===== config.mk =====
export PLATFORM = sky130hd
export DESIGN_NAME = dma_24b_32b_pack
export DESIGN_NICKNAME = d
export VERILOG_FILES = /design/src/rtl/dma_24b_32b_pack.sv
export SDC_FILE = /design/constraint.sdc
export NUM_CORES = 1
export LEC_CHECK = 0
export CAP_MARGIN = 20
export CELL_PAD_IN_SITES_DETAIL_PLACEMENT = 0
export CELL_PAD_IN_SITES_GLOBAL_PLACEMENT = 2
export CORE_ASPECT_RATIO = 0.5
export CORE_MARGIN = 2
export CORE_UTILIZATION = 35
export CTS_BUF_LIST = sky130_fd_sc_hd__clkbuf_8
export CTS_CLUSTER_DIAMETER = 100
export DETAILED_ROUTE_END_ITERATION = 8
export GPL_ROUTABILITY_DRIVEN = 0
export MAX_ROUTING_LAYER = met4
export PLACE_DENSITY_LB_ADDON = 0.1
export RECOVER_POWER = 100
export REMOVE_ABC_BUFFERS = 1
export SYNTH_ARGS = -nofsm -noshare
export SYNTH_HDL_FRONTEND = slang
export SYNTH_SLANG_ARGS = --single-unit

===== constraint.sdc =====
create_clock -name sys_clk -period 5.9 [get_ports sys_clk]
set_input_delay 0.59 -clock sys_clk [delete_from_list [all_inputs] [get_ports sys_clk]]
set_output_delay 0.59 -clock sys_clk [all_outputs]
set_load 0.01 [all_outputs]

===== src/rtl/dma_24b_32b_pack.sv =====
// rtl/dma_24b_32b_pack.sv - packs a stream of 24-bit pixels into little-endian 32-bit DMA words
module dma_24b_32b_pack #(
  parameter int CNT_W = 16
) (
  input  logic             sys_clk,
  input  logic             rst_n,
  input  logic             dma_rst_i,
  input  logic             pix_de_i,
  input  logic [23:0]      pix_d_i,
  input  logic             wr_full_i,
  output logic             wr_en_o,
  output logic [31:0]      wr_d_o,
  output logic [CNT_W-1:0] wr_cnt_o,
  output logic             ovf_o
);

  // Phase names the number of residue bytes held: PH0=0, PH1=3, PH2=2, PH3=1.
  typedef enum logic [1:0] {PH0, PH1, PH2, PH3} phase_e;

  phase_e             phase_q, phase_d, phase_eff;
  logic [23:0]        res_q, res_d;
  logic               pix_de_q, pix_de_d;
  logic               wait_q, wait_d;
  logic               wr_en_q, wr_en_d;
  logic [31:0]        wr_d_q, wr_d_d;
  logic [CNT_W-1:0]   cnt_q, cnt_d;
  logic               ovf_q, ovf_d;

  logic               de_eff;
  logic               line_start;
  logic               line_end;
  logic               word_vld;
  logic [31:0]        word;

  // After reset the block ignores the rest of an in-flight line until pix_de_i drops.
  assign de_eff     = pix_de_i & ~wait_q;
  assign line_start = de_eff & ~pix_de_q;
  assign line_end   = ~de_eff & pix_de_q & (phase_q != PH0);
  assign phase_eff  = line_start ? PH0 : phase_q;

  always_ff @(posedge sys_clk or negedge rst_n) begin
    if (!rst_n) begin
      phase_q  <= PH0;
      res_q    <= '0;
      pix_de_q <= 1'b0;
      wait_q   <= 1'b1;
      wr_en_q  <= 1'b0;
      wr_d_q   <= '0;
      cnt_q    <= '0;
      ovf_q    <= 1'b0;
    end else begin
      phase_q  <= phase_d;
      res_q    <= res_d;
      pix_de_q <= pix_de_d;
      wait_q   <= wait_d;
      wr_en_q  <= wr_en_d;
      wr_d_q   <= wr_d_d;
      cnt_q    <= cnt_d;
      ovf_q    <= ovf_d;
    end
  end

  always_comb begin
    phase_d = phase_q;
    if (dma_rst_i) begin
      phase_d = PH0;
    end else if (de_eff) begin
      case (phase_eff)
        PH0:     phase_d = PH1;
        PH1:     phase_d = PH2;
        PH2:     phase_d = PH3;
        default: phase_d = PH0;
      endcase
    end else if (line_end) begin
      phase_d = PH0;
    end
  end

  always_comb begin
    res_d    = res_q;
    word     = '0;
    word_vld = 1'b0;
    if (de_eff) begin
      case (phase_eff)
        PH0: begin
          res_d = pix_d_i;
        end
        PH1: begin
          word     = {pix_d_i[7:0], res_q};
          word_vld = 1'b1;
          res_d    = {8'h00, pix_d_i[23:8]};
        end
        PH2: begin
          word     = {pix_d_i[15:0], res_q[15:0]};
          word_vld = 1'b1;
          res_d    = {16'h0000, pix_d_i[23:16]};
        end
        default: begin
          word     = {pix_d_i, res_q[7:0]};
          word_vld = 1'b1;
          res_d    = '0;
        end
      endcase
    end else if (line_end) begin
      case (phase_q)
        PH1:     word = {8'h00, res_q};
        PH2:     word = {16'h0000, res_q[15:0]};
        PH3:     word = {24'h000000, res_q[7:0]};
        default: word = '0;
      endcase
      word_vld = 1'b1;
      res_d    = '0;
    end

    // A word that meets a full FIFO is lost, but the packing keeps advancing.
    wr_en_d  = word_vld & ~wr_full_i;
    wr_d_d   = wr_en_d ? word : '0;
    ovf_d    = ovf_q | (word_vld & wr_full_i);
    cnt_d    = (wr_en_d && (cnt_q != '1)) ? cnt_q + {{(CNT_W-1){1'b0}}, 1'b1} : cnt_q;
    pix_de_d = de_eff;
    wait_d   = wait_q & pix_de_i;

    if (dma_rst_i) begin
      res_d    = '0;
      wr_en_d  = 1'b0;
      wr_d_d   = '0;
      cnt_d    = '0;
      ovf_d    = 1'b0;
      pix_de_d = 1'b0;
    end
  end

  assign wr_en_o  = wr_en_q;
  assign wr_d_o   = wr_d_q;
  assign wr_cnt_o = cnt_q;
  assign ovf_o    = ovf_q;

endmodule


==> flow_summary_export.csv, run 1 <==
group,metric,value,unit
sta,fin_hold_ws,0.455,ns
synthesis,synth_edf_count,0,
layout,synthToLayoutAreaGrowth,27.7,%
worst_setup_path,cp_slowest_cell,"a31oi_1",
status,violations,"max-capacitance violations, max-slew violations",
sta,relSlewSlack,-1.10,
clock_network,h-tree-depth,3,
status,outcome,"finished with violations",
clock_network,holdBufCountCts,0,
clock_network,clk_pin_slew,0.07,ns
placed_design,port_buffers,78,
placed_design,post-place-cells,556,
layout,final_util,0.458,
sta,setup_tns,0,ns
drt,dr.pass1.iters,5,
layout,seqCellArea,1950,um2
layout,stdcell_area,4640,um2
die,num_rows,26,
die,start_util,0.358,
die,core_area,10100,um2
global_route,grt_pass1_vias,3080,
synthesis,syn-instance-count,361,
sta,fmax,0.223,GHz
die,die_h,76.1,um
layout,antenna_cells,0,
clock_network,cts_inserted_buffers,9,
worst_setup_path,cp.arrival,4.71,ns
power_and_ir_drop,vdd_ir_drop_max,0.0000875,V
drt,num_vias,3069,
clock_network,cts_root_buffer,"clkbuf_8",
die,io_pins,79,
layout,final_common_cell,"dfrtp_1",
power_and_ir_drop,p_leak,2.08,nW
global_route,grt_max_degree,79,
synthesis,synthArstFlopShare,1.00,
worst_setup_path,cp_top_family,"simple AND/OR/NAND/NOR gates",
worst_hold_path,hold_class,"in2async",
power_and_ir_drop,power,1.03,mW
synthesis,yosysWarnings,0,
drt,via_per_inst,5.35,
clock_network,clock_latency,0.35,ns
layout,n_fill_cell,1006,
flow_run,max_cap_violations,2,
placed_design,post-place-ws,1.50,ns
clock_network,cts_tree,"built",
die,die_w,148,um
synthesis,yosys_most_used_dff,"dfrtp_1",
clock_network,cts_buffer_depth,2,
sta,drv_slew,95,
placed_design,place_area,4510,um2
worst_setup_path,path_cells,"dlygate4sd3_1 -> nand2b_1 -> o21ai_0 -> ha_1 -> nor4b_1 -> a31oi_1 -> or2_2 -> clkinv_1 -> nand2_1 -> nor2_1",
layout,multi_input_area,1500,um2
layout,most-common-layout-cells,"dfrtp_1 (77), dlygate4sd3_1 (52), nor2_1 (49), a22oi_1 (40), nand2_1 (33)",
clock_network,cts-resized-gates,0,
sta,worst_pin_slew,3.15,ns
synthesis,yosys_register_bits,78,
worst_setup_path,critPathMaxFanout,19,
worst_setup_path,critPathKind,"in2reg",
layout,drive_above_1_share,0.0530,
sta,final_hold_viol_count,0,
sta,period_needed,4.49,ns
layout,finalNonFillerCells,574,
global_route,grt_pass1_wl,16700,um
synthesis,synth_area,3640,um2
drt,drt_iter0_drc,249,
sta,layout_setup_ws,1.41,ns
sta,setup_violations,0,
placed_design,hpwlAfterDp,6550,um
layout,nets,463,
sta,period_share,0.761,
worst_setup_path,endpoint_kind,"flop",
sta,rsz0062_at_grt,"false",
global_route,antenna_found_initial,0,
synthesis,avgSynthCellArea,10.1,um2
drt,drt.antenna.violating_nets,0,
worst_setup_path,slowest_delay,0.85,ns
global_route,grtUsageTotal,0.196,
clock_network,cts_setup_buffers,0,
drt,drcViolationCount,0,
die,die_area,11300,um2
drt,routed_wl,10300,um
sta,fin_skew,0.00743,ns
power_and_ir_drop,cellPowerDensity,222,nW/um2
drt,avgRoutedWirePerCell,17.9,um
worst_setup_path,path_buf_inv,2,
worst_setup_path,worst_setup_path_start_kind,"input port",
worst_setup_path,required,6.12,ns
global_route,grt_overflow,0,
synthesis,synthDistinctLibCells,44,
synthesis,seq_area_frac_synth,0.537,
clock_network,clock-sinks,78,
-- cell usage after synthesis (all sizes together) (2+ instances only) --
cell type / instances / area, um2
a211oi: 5 / 37.5
a21oi: 15 / 75.1
a222oi: 8 / 80.1
a22o: 9 / 78.8
a22oi: 40 / 300
and2: 3 / 18.8
and3: 8 / 50.1
and4bb: 2 / 25.0
buf: 7 / 42.5
clkbuf: 21 / 78.8
dfrtp: 77 / 1930
ha: 5 / 62.6
inv: 6 / 22.5
nand2: 33 / 126
nand3: 4 / 20.0
nand4: 3 / 18.8
nor2: 49 / 184
nor3: 3 / 20.0
nor4b: 2 / 38.8
o21ai: 30 / 150
or3: 4 / 25.0
or4: 2 / 15.0
xnor2: 11 / 96.3
-- cell families after synthesis --
logic type | after synthesis | synth area share
xor+xnor | 12 | 0.0289
fa+ha+maj | 5 | 0.0172
buf+inv | 35 | 0.0406
compound gates | 112 | 0.214
mux | 2 | 0.00585
flops | 78 | 0.537
simple gates | 117 | 0.157
-- report_power, final --
| group | total, mW | internal, mW | switching (mW) |
|---|---|---|---|
| clock network | 0.360 | 0.170 | 0.191 |
| logic | 0.112 | 0.0434 | 0.0685 |
| registers | 0.557 | 0.548 | 0.00933 |
| total | 1.03 | 0.761 | 0.269 |
-- per-layer routing --
layer  global-route usage  vias to the layer above  part of all wire
met4               0.0467                        0            0.0089
met3               0.0479                       12             0.066
met2                0.289                      113              0.45
met5                    -                        -                 0
met1                0.273                     1506              0.48
li1                     -                     1438                 -
-- worst reg2reg max path: cells and delay by family (launching register included) --
kind / cells / cell delay [ns]
flops: 1 / 0.39
simple gates: 5 / 1.28
buf+inv: 1 / 0.30
compound gates: 2 / 1.21
fa+ha+maj: 1 / 0.80
-- final timing paths --
kind | startpoint | to | slack [ns] | cells after the start
worst max register to register | wait_q | wr_d_o[8] | 1.78 | 9
max in group asynchronous | rst_n | wr_d_o[31] | 1.90 | 2
worst min register to register | res_q[6] | res_q[6] | 0.48 | 2
worst min-delay path | rst_n | res_q[8] | 0.46 | 1
min in group sys_clk | res_q[6] | res_q[6] | 0.48 | 2
worst max-delay path | pix_de_i | wr_d_o[8] | 1.41 | 10
-- sequential cells by signal (all words and copies together), names as in the netlist --
| register | flops |
|---|---|
| ovf_o | 1 |
| phase_q | 2 |
| pix_de_q | 1 |
| res_q | 24 |
| wait_q | 1 |
| wr_cnt_o | 16 |
| wr_d_o | 32 |
| wr_en_o | 1 |
-- layout make-up --
type,count,area share
Sequential cell,78,0.421
Multi-Input combinational cell,248,0.323
Timing Repair Buffer,85,0.176
Tap cell,140,0.0377
Clock buffer,11,0.0326
Inverter,7,0.00566
Clock inverter,5,0.00431
Note: power is estimated with default switching activity, not from simulation.
==> run 2, diff against run 1 <==
--- a/config.mk
+++ b/config.mk
@@ -10,7 +10,7 @@
 export CELL_PAD_IN_SITES_GLOBAL_PLACEMENT = 2
 export CORE_ASPECT_RATIO = 0.5
 export CORE_MARGIN = 2
-export CORE_UTILIZATION = 35
+export CORE_UTILIZATION = 32
 export CTS_BUF_LIST = sky130_fd_sc_hd__clkbuf_8
 export CTS_CLUSTER_DIAMETER = 100
 export DETAILED_ROUTE_END_ITERATION = 8
==> constraint.sdc (replaced) <==
create_clock -name sys_clk -period 4.2 [get_ports sys_clk]
set_input_delay 0.42 -clock sys_clk [delete_from_list [all_inputs] [get_ports sys_clk]]
set_output_delay 0.42 -clock sys_clk [all_outputs]
set_load 0.01 [all_outputs]
==> run 2 against run 1 <==
Net effect: the run still ends with max-capacitance violations, max-slew violations left; register-to-register slack lost 0.84 ns; clock skew grew 0.00073 ns; via count grew 3.1%; critical endpoint is now wr_d_o[10]; largest cell class unchanged.
==> flow_summary_export.csv, run 2 (synthesized netlist as in run 1, its figures left out) <==
group,metric,value,unit
die,start_util,0.329,
power_and_ir_drop,vdd_ir_drop_max,0.000128,V
clock_network,clk_pin_slew,0.08,ns
power_and_ir_drop,power_switching,0.393,mW
drt,drt_iter0_drc,259,
sta,setup_violations,0,
layout,antenna_cells,0,
die,io_pins,79,
global_route,grt_pass1_wl,17000,um
status,violations,"max-capacitance violations, max-slew violations",
sta,drv_slew,68,
global_route,grtUsageTotal,0.186,
layout,multi_input_area,1510,um2
die,die_area,12300,um2
placed_design,hpwlAfterDp,6820,um
layout,n_fill_cell,1083,
sta,worst_pin_slew,1.73,ns
layout,stdcell_area,4720,um2
placed_design,post-place-cells,565,
layout,final_util,0.427,
layout,finalNonFillerCells,583,
clock_network,cts_root_buffer,"clkbuf_8",
power_and_ir_drop,cellPowerDensity,320,nW/um2
sta,layout_setup_ws,0.838,ns
placed_design,post-place-ws,1.00,ns
sta,relSlewSlack,-0.154,
die,die_w,155,um
power_and_ir_drop,p_leak,2.10,nW
drt,drcViolationCount,0,
layout,synthToLayoutAreaGrowth,29.8,%
worst_setup_path,crit_start,"pix_de_i",
drt,routed_wl,10500,um
die,core_area,11000,um2
worst_setup_path,critPathMaxFanout,10,
worst_setup_path,cp.arrival,3.60,ns
clock_network,clock_latency,0.36,ns
flow_run,max_cap_violations,1,
clock_network,cts_inserted_buffers,9,
worst_setup_path,endpoint_kind,"flop",
global_route,antenna_found_initial,0,
worst_setup_path,cp_slowest_cell,"or2_0",
power_and_ir_drop,p_sw_frac,0.260,
worst_setup_path,path_cells,"dlygate4sd3_1 -> nand2b_1 -> o21ai_0 -> ha_1 -> nor4b_1 -> a31oi_2 -> or2_0 -> clkinv_1 -> nand2_1 -> nor2_1",
sta,setup_tns,0,ns
layout,seqCellArea,1950,um2
power_and_ir_drop,combPwrFrac,0.109,
worst_setup_path,critPathKind,"in2reg",
status,outcome,"finished with violations",
layout,nets,468,
worst_setup_path,slowest_delay,0.62,ns
die,die_h,79.4,um
clock_network,cts_tree,"built",
worst_setup_path,worst_setup_path_start_kind,"input port",
clock_network,cts_buffer_depth,2,
drt,via_per_inst,5.43,
sta,fin_hold_ws,0.481,ns
global_route,grt_overflow,0,
sta,fin_skew,0.00815,ns
sta,final_hold_viol_count,0,
drt,drt.antenna.violating_nets,0,
power_and_ir_drop,clkPwrFrac,0.373,
global_route,grt_max_degree,79,
worst_setup_path,r2r-start,"wait_q",
sta,rsz0062_at_grt,"false",
power_and_ir_drop,seq_power_share,0.518,
clock_network,cts_setup_buffers,0,
drt,num_vias,3164,
sta,fmax,0.297,GHz
sta,period_share,0.800,
layout,final_common_cell,"dfrtp_1",
power_and_ir_drop,power,1.51,mW
sta,period_needed,3.36,ns
layout,largest_reg_flops,32,
worst_hold_path,hold_start,"res_q[6]",
placed_design,place_area,4550,um2
layout,drive_above_1_share,0.0616,
clock_network,h-tree-depth,3,
clock_network,clock-sinks,78,
placed_design,port_buffers,78,
die,num_rows,27,
worst_hold_path,hold_class,"reg2reg",
drt,avgRoutedWirePerCell,18.0,um
layout,most-common-layout-cells,"dfrtp_1 (77), dlygate4sd3_1 (52), nor2_1 (49), a22oi_1 (40), nand2_1 (33)",
power_and_ir_drop,p_int,1.12,mW
drt,dr.pass1.iters,6,
worst_setup_path,required,4.44,ns
global_route,grt_pass1_vias,3148,
-- run 2: area by class of cell --
class,count,area share
sequential,78,0.414
inverter,7,0.00557
clock inverter,5,0.0109
clock buffer,10,0.0292
tap,145,0.0384
multi-input combinational,248,0.320
timing repair buffer,90,0.182
-- run 2: final timing paths --
kind                                     end  slack [ns]  cells past startpoint
worst min-delay path                res_q[6]        0.48                      2
worst max-delay path              wr_d_o[10]        0.84                     10
worst max register to register  wr_cnt_o[11]        0.94                      9
worst min register to register      res_q[6]        0.48                      2
max in group asynchronous           res_q[9]        1.47                      3
min in group asynchronous        wr_cnt_o[9]        0.60                      2
-- run 2: power groups by stage --
stage / clock [mW] / combinational, mW / sequential [mW]
CTS: 0.583 / 0.168 / 0.782
detailed placement: 0 / 0.167 / 0.797
floorplan: 0 / 0.0711 / 0.795
finish: 0.564 / 0.164 / 0.782
global route: 0.621 / 0.183 / 0.785
global placement: 0 / 0.166 / 0.797
-- run 2: worst max-delay path, delay by kind of cell --
kind | cells | cell delay, ns
buf+inv | 2 | 1.07
simple gates | 5 | 1.34
compound gates | 2 | 0.52
fa+ha+maj | 1 | 0.23
-- run 2: timing repair --
action,CTS,global route
hold buffers,0,1
resized for setup,0,0
hold endpoints to repair,0,10
-- run 2: metal layers --
metal	GRT usage	up-vias	wire length, um
met1	0.233	1598	4870
met5	-	-	0
li1	-	1448	-
met3	0.0527	11	566
met2	0.297	107	4910
met4	0.0583	0	121
==> run 3, diff against run 2 <==
--- a/config.mk
+++ b/config.mk
@@ -10,7 +10,7 @@
 export CELL_PAD_IN_SITES_GLOBAL_PLACEMENT = 2
 export CORE_ASPECT_RATIO = 0.5
 export CORE_MARGIN = 2
-export CORE_UTILIZATION = 32
+export CORE_UTILIZATION = 29
 export CTS_BUF_LIST = sky130_fd_sc_hd__clkbuf_8
 export CTS_CLUSTER_DIAMETER = 100
 export DETAILED_ROUTE_END_ITERATION = 8
==> constraint.sdc (replaced) <==
create_clock -name sys_clk -period 3 [get_ports sys_clk]
set_input_delay 0.3 -clock sys_clk [delete_from_list [all_inputs] [get_ports sys_clk]]
set_output_delay 0.3 -clock sys_clk [all_outputs]
set_load 0.01 [all_outputs]
==> run 3 against run 2 <==
Net effect: the run now ends clean; combinational power increased by 42%; total power up 45%; register-to-register slack got worse by 0.68 ns; via count down 2.2%; largest cell class unchanged; highest routed layer unchanged.
==> flow_summary_export.csv, run 3 (synthesized netlist as in run 1, its figures left out) <==
group,metric,value,unit
status,outcome,"complete, no violations",
power_and_ir_drop,p_leak,2.15,nW
sta,period_needed,2.74,ns
clock_network,h-tree-depth,3,
layout,nets,473,
sta,fmax,0.365,GHz
drt,avgRoutedWirePerCell,18.0,um
drt,dr.pass1.iters,5,
sta,period_share,0.913,
worst_setup_path,path_cells,"nand2b_1 -> o21ai_0 -> ha_1 -> nor4b_4 -> a31oi_1 -> buf_4 -> a2111oi_0 -> xnor2_1 -> nor2_1",
worst_setup_path,critPathMaxFanout,12,
die,die_area,13500,um2
clock_network,clk_pin_slew,0.08,ns
clock_network,cts_setup_buffers,0,
worst_setup_path,worst_setup_path_start_kind,"flop",
worst_setup_path,r2r-start,"wait_q",
worst_setup_path,rr_worst_depth,9,
layout,synthToLayoutAreaGrowth,32.5,%
worst_hold_path,hold_class,"reg2reg",
layout,most-common-layout-cells,"dfrtp_1 (77), dlygate4sd3_1 (51), nor2_1 (49), a22oi_1 (40), nand2_1 (32)",
sta,rsz0062_at_grt,"false",
die,num_rows,28,
clock_network,cts_inserted_buffers,9,
sta,worst_pin_slew,1.28,ns
drt,drcViolationCount,0,
die,io_pins,79,
layout,final_common_cell,"dfrtp_1",
sta,final_hold_viol_count,0,
power_and_ir_drop,cellPowerDensity,455,nW/um2
worst_setup_path,cp_slowest_cell,"dfstp_2",
sta,relSlewSlack,0.146,
power_and_ir_drop,vdd_ir_drop_max,0.000206,V
global_route,grt_pass1_vias,3069,
global_route,grt_overflow,0,
die,start_util,0.303,
flow_run,max_cap_violations,0,
drt,via_per_inst,5.08,
worst_setup_path,endpoint_kind,"flop",
clock_network,cts_root_buffer,"clkbuf_8",
sta,setup_violations,0,
clock_network,cts_tree,"built",
layout,antenna_cells,0,
worst_setup_path,critPathKind,"reg2reg",
drt,num_vias,3094,
global_route,grt_pass1_wl,17400,um
clock_network,clock_latency,0.35,ns
sta,setup_tns,0,ns
die,core_area,12000,um2
worst_setup_path,cp.arrival,2.98,ns
worst_setup_path,required,3.24,ns
worst_setup_path,rrSetupSlack,0.26,ns
sta,drv_slew,0,
layout,largest_reg_flops,32,
drt,drt.antenna.violating_nets,0,
clock_network,cts_buffer_depth,2,
placed_design,hpwlAfterDp,7400,um
sta,fin_skew,0.00491,ns
layout,n_fill_cell,1205,
die,die_h,83.2,um
layout,drive_above_1_share,0.0856,
global_route,antenna_found_initial,0,
placed_design,port_buffers,78,
clock_network,clock-sinks,78,
worst_hold_path,hold_path_depth,2,
worst_setup_path,crit_start,"wait_q",
die,die_w,162,um
worst_setup_path,slowest_delay,0.59,ns
worst_setup_path,path_buf_inv,1,
worst_setup_path,cp_top_family,"compound AO/OA/AOI/OAI gates",
drt,drt_iter0_drc,248,
worst_setup_path,crit_cells,9,
global_route,grtUsageTotal,0.174,
worst_hold_path,hold_start,"res_q[10]",
drt,routed_wl,11000,um
power_and_ir_drop,power,2.19,mW
global_route,grt_max_degree,40,
==> run 3: cell types whose count changed in the layout (fill, tap and decap cells not counted), sizes merged <==
cell	before	now
clkbuf	15	17
clkinvlp	1	0
clkdlybuf4s50	26	27
buf	7	13
inv	7	6
dlygate4sd3	52	51
==> run 3: cell type report <==
| type | instances | area, um2 | area share |
|---|---|---|---|
| inverter | 7 | 26.3 | 0.00546 |
| clock buffer | 13 | 179 | 0.0372 |
| tap | 165 | 206 | 0.0429 |
| timing repair buffer | 95 | 895 | 0.186 |
| clock inverter | 3 | 40.0 | 0.00831 |
| sequential | 78 | 1950 | 0.406 |
| multi-input combinational | 248 | 1520 | 0.315 |
==> run 3: worst paths after layout <==
kind,end
setup / recovery,wr_cnt_o[6]
hold / removal,res_q[10]
setup reg to reg,wr_cnt_o[6]
hold reg to reg,res_q[10]
max in group asynchronous,wr_d_o[13]
min in group asynchronous,wr_cnt_o[9]
==> run 3: tightest hold or removal path: cells and delay by family, from the launching register on <==
kind             cells  cell delay [ns]
AO/OA/AOI/OAI        1             0.06
AND/OR/NAND/NOR      1             0.04
flip-flops           1             0.35
==> run 3: metrics by stage <==
step	setup slack [ns]	area, um2	hold WS, ns	std cells	util
floorplan	0.234	3510	0.00441	333	-
global placement	0.214	4620	0.310	592	0.384
detailed placement	0.0686	4620	0.328	592	0.384
CTS	0.279	4850	0.474	609	0.403
global route	0.0601	4820	0.512	609	0.401
finish	0.262	4820	0.484	609	0.401
==> run 3: metal layers <==
metal  wire length (um)  share of wire  GRT usage  vias up
li1                   -              -          -     1460
met1               5040           0.46      0.237     1514
met2               5040           0.46      0.261      112
met3                790          0.072     0.0465        8
met4                 78         0.0071     0.0338        0
met5                  0              0          -        -
==> run 3: report_power, final <==
part / switching (mW) / internal (mW) / total [mW]
Combinational: 0.141 / 0.0922 / 0.233
Clock: 0.391 / 0.473 / 0.864
Sequential: 0.0187 / 1.08 / 1.10
==> run 3: what timing repair did <==
action                                  4_1_cts  5_1_grt
endpoints found under the hold margin        36        0
hold buffers                                  1        0
endpoints found under the setup margin        0        0
resized for setup                             0        0
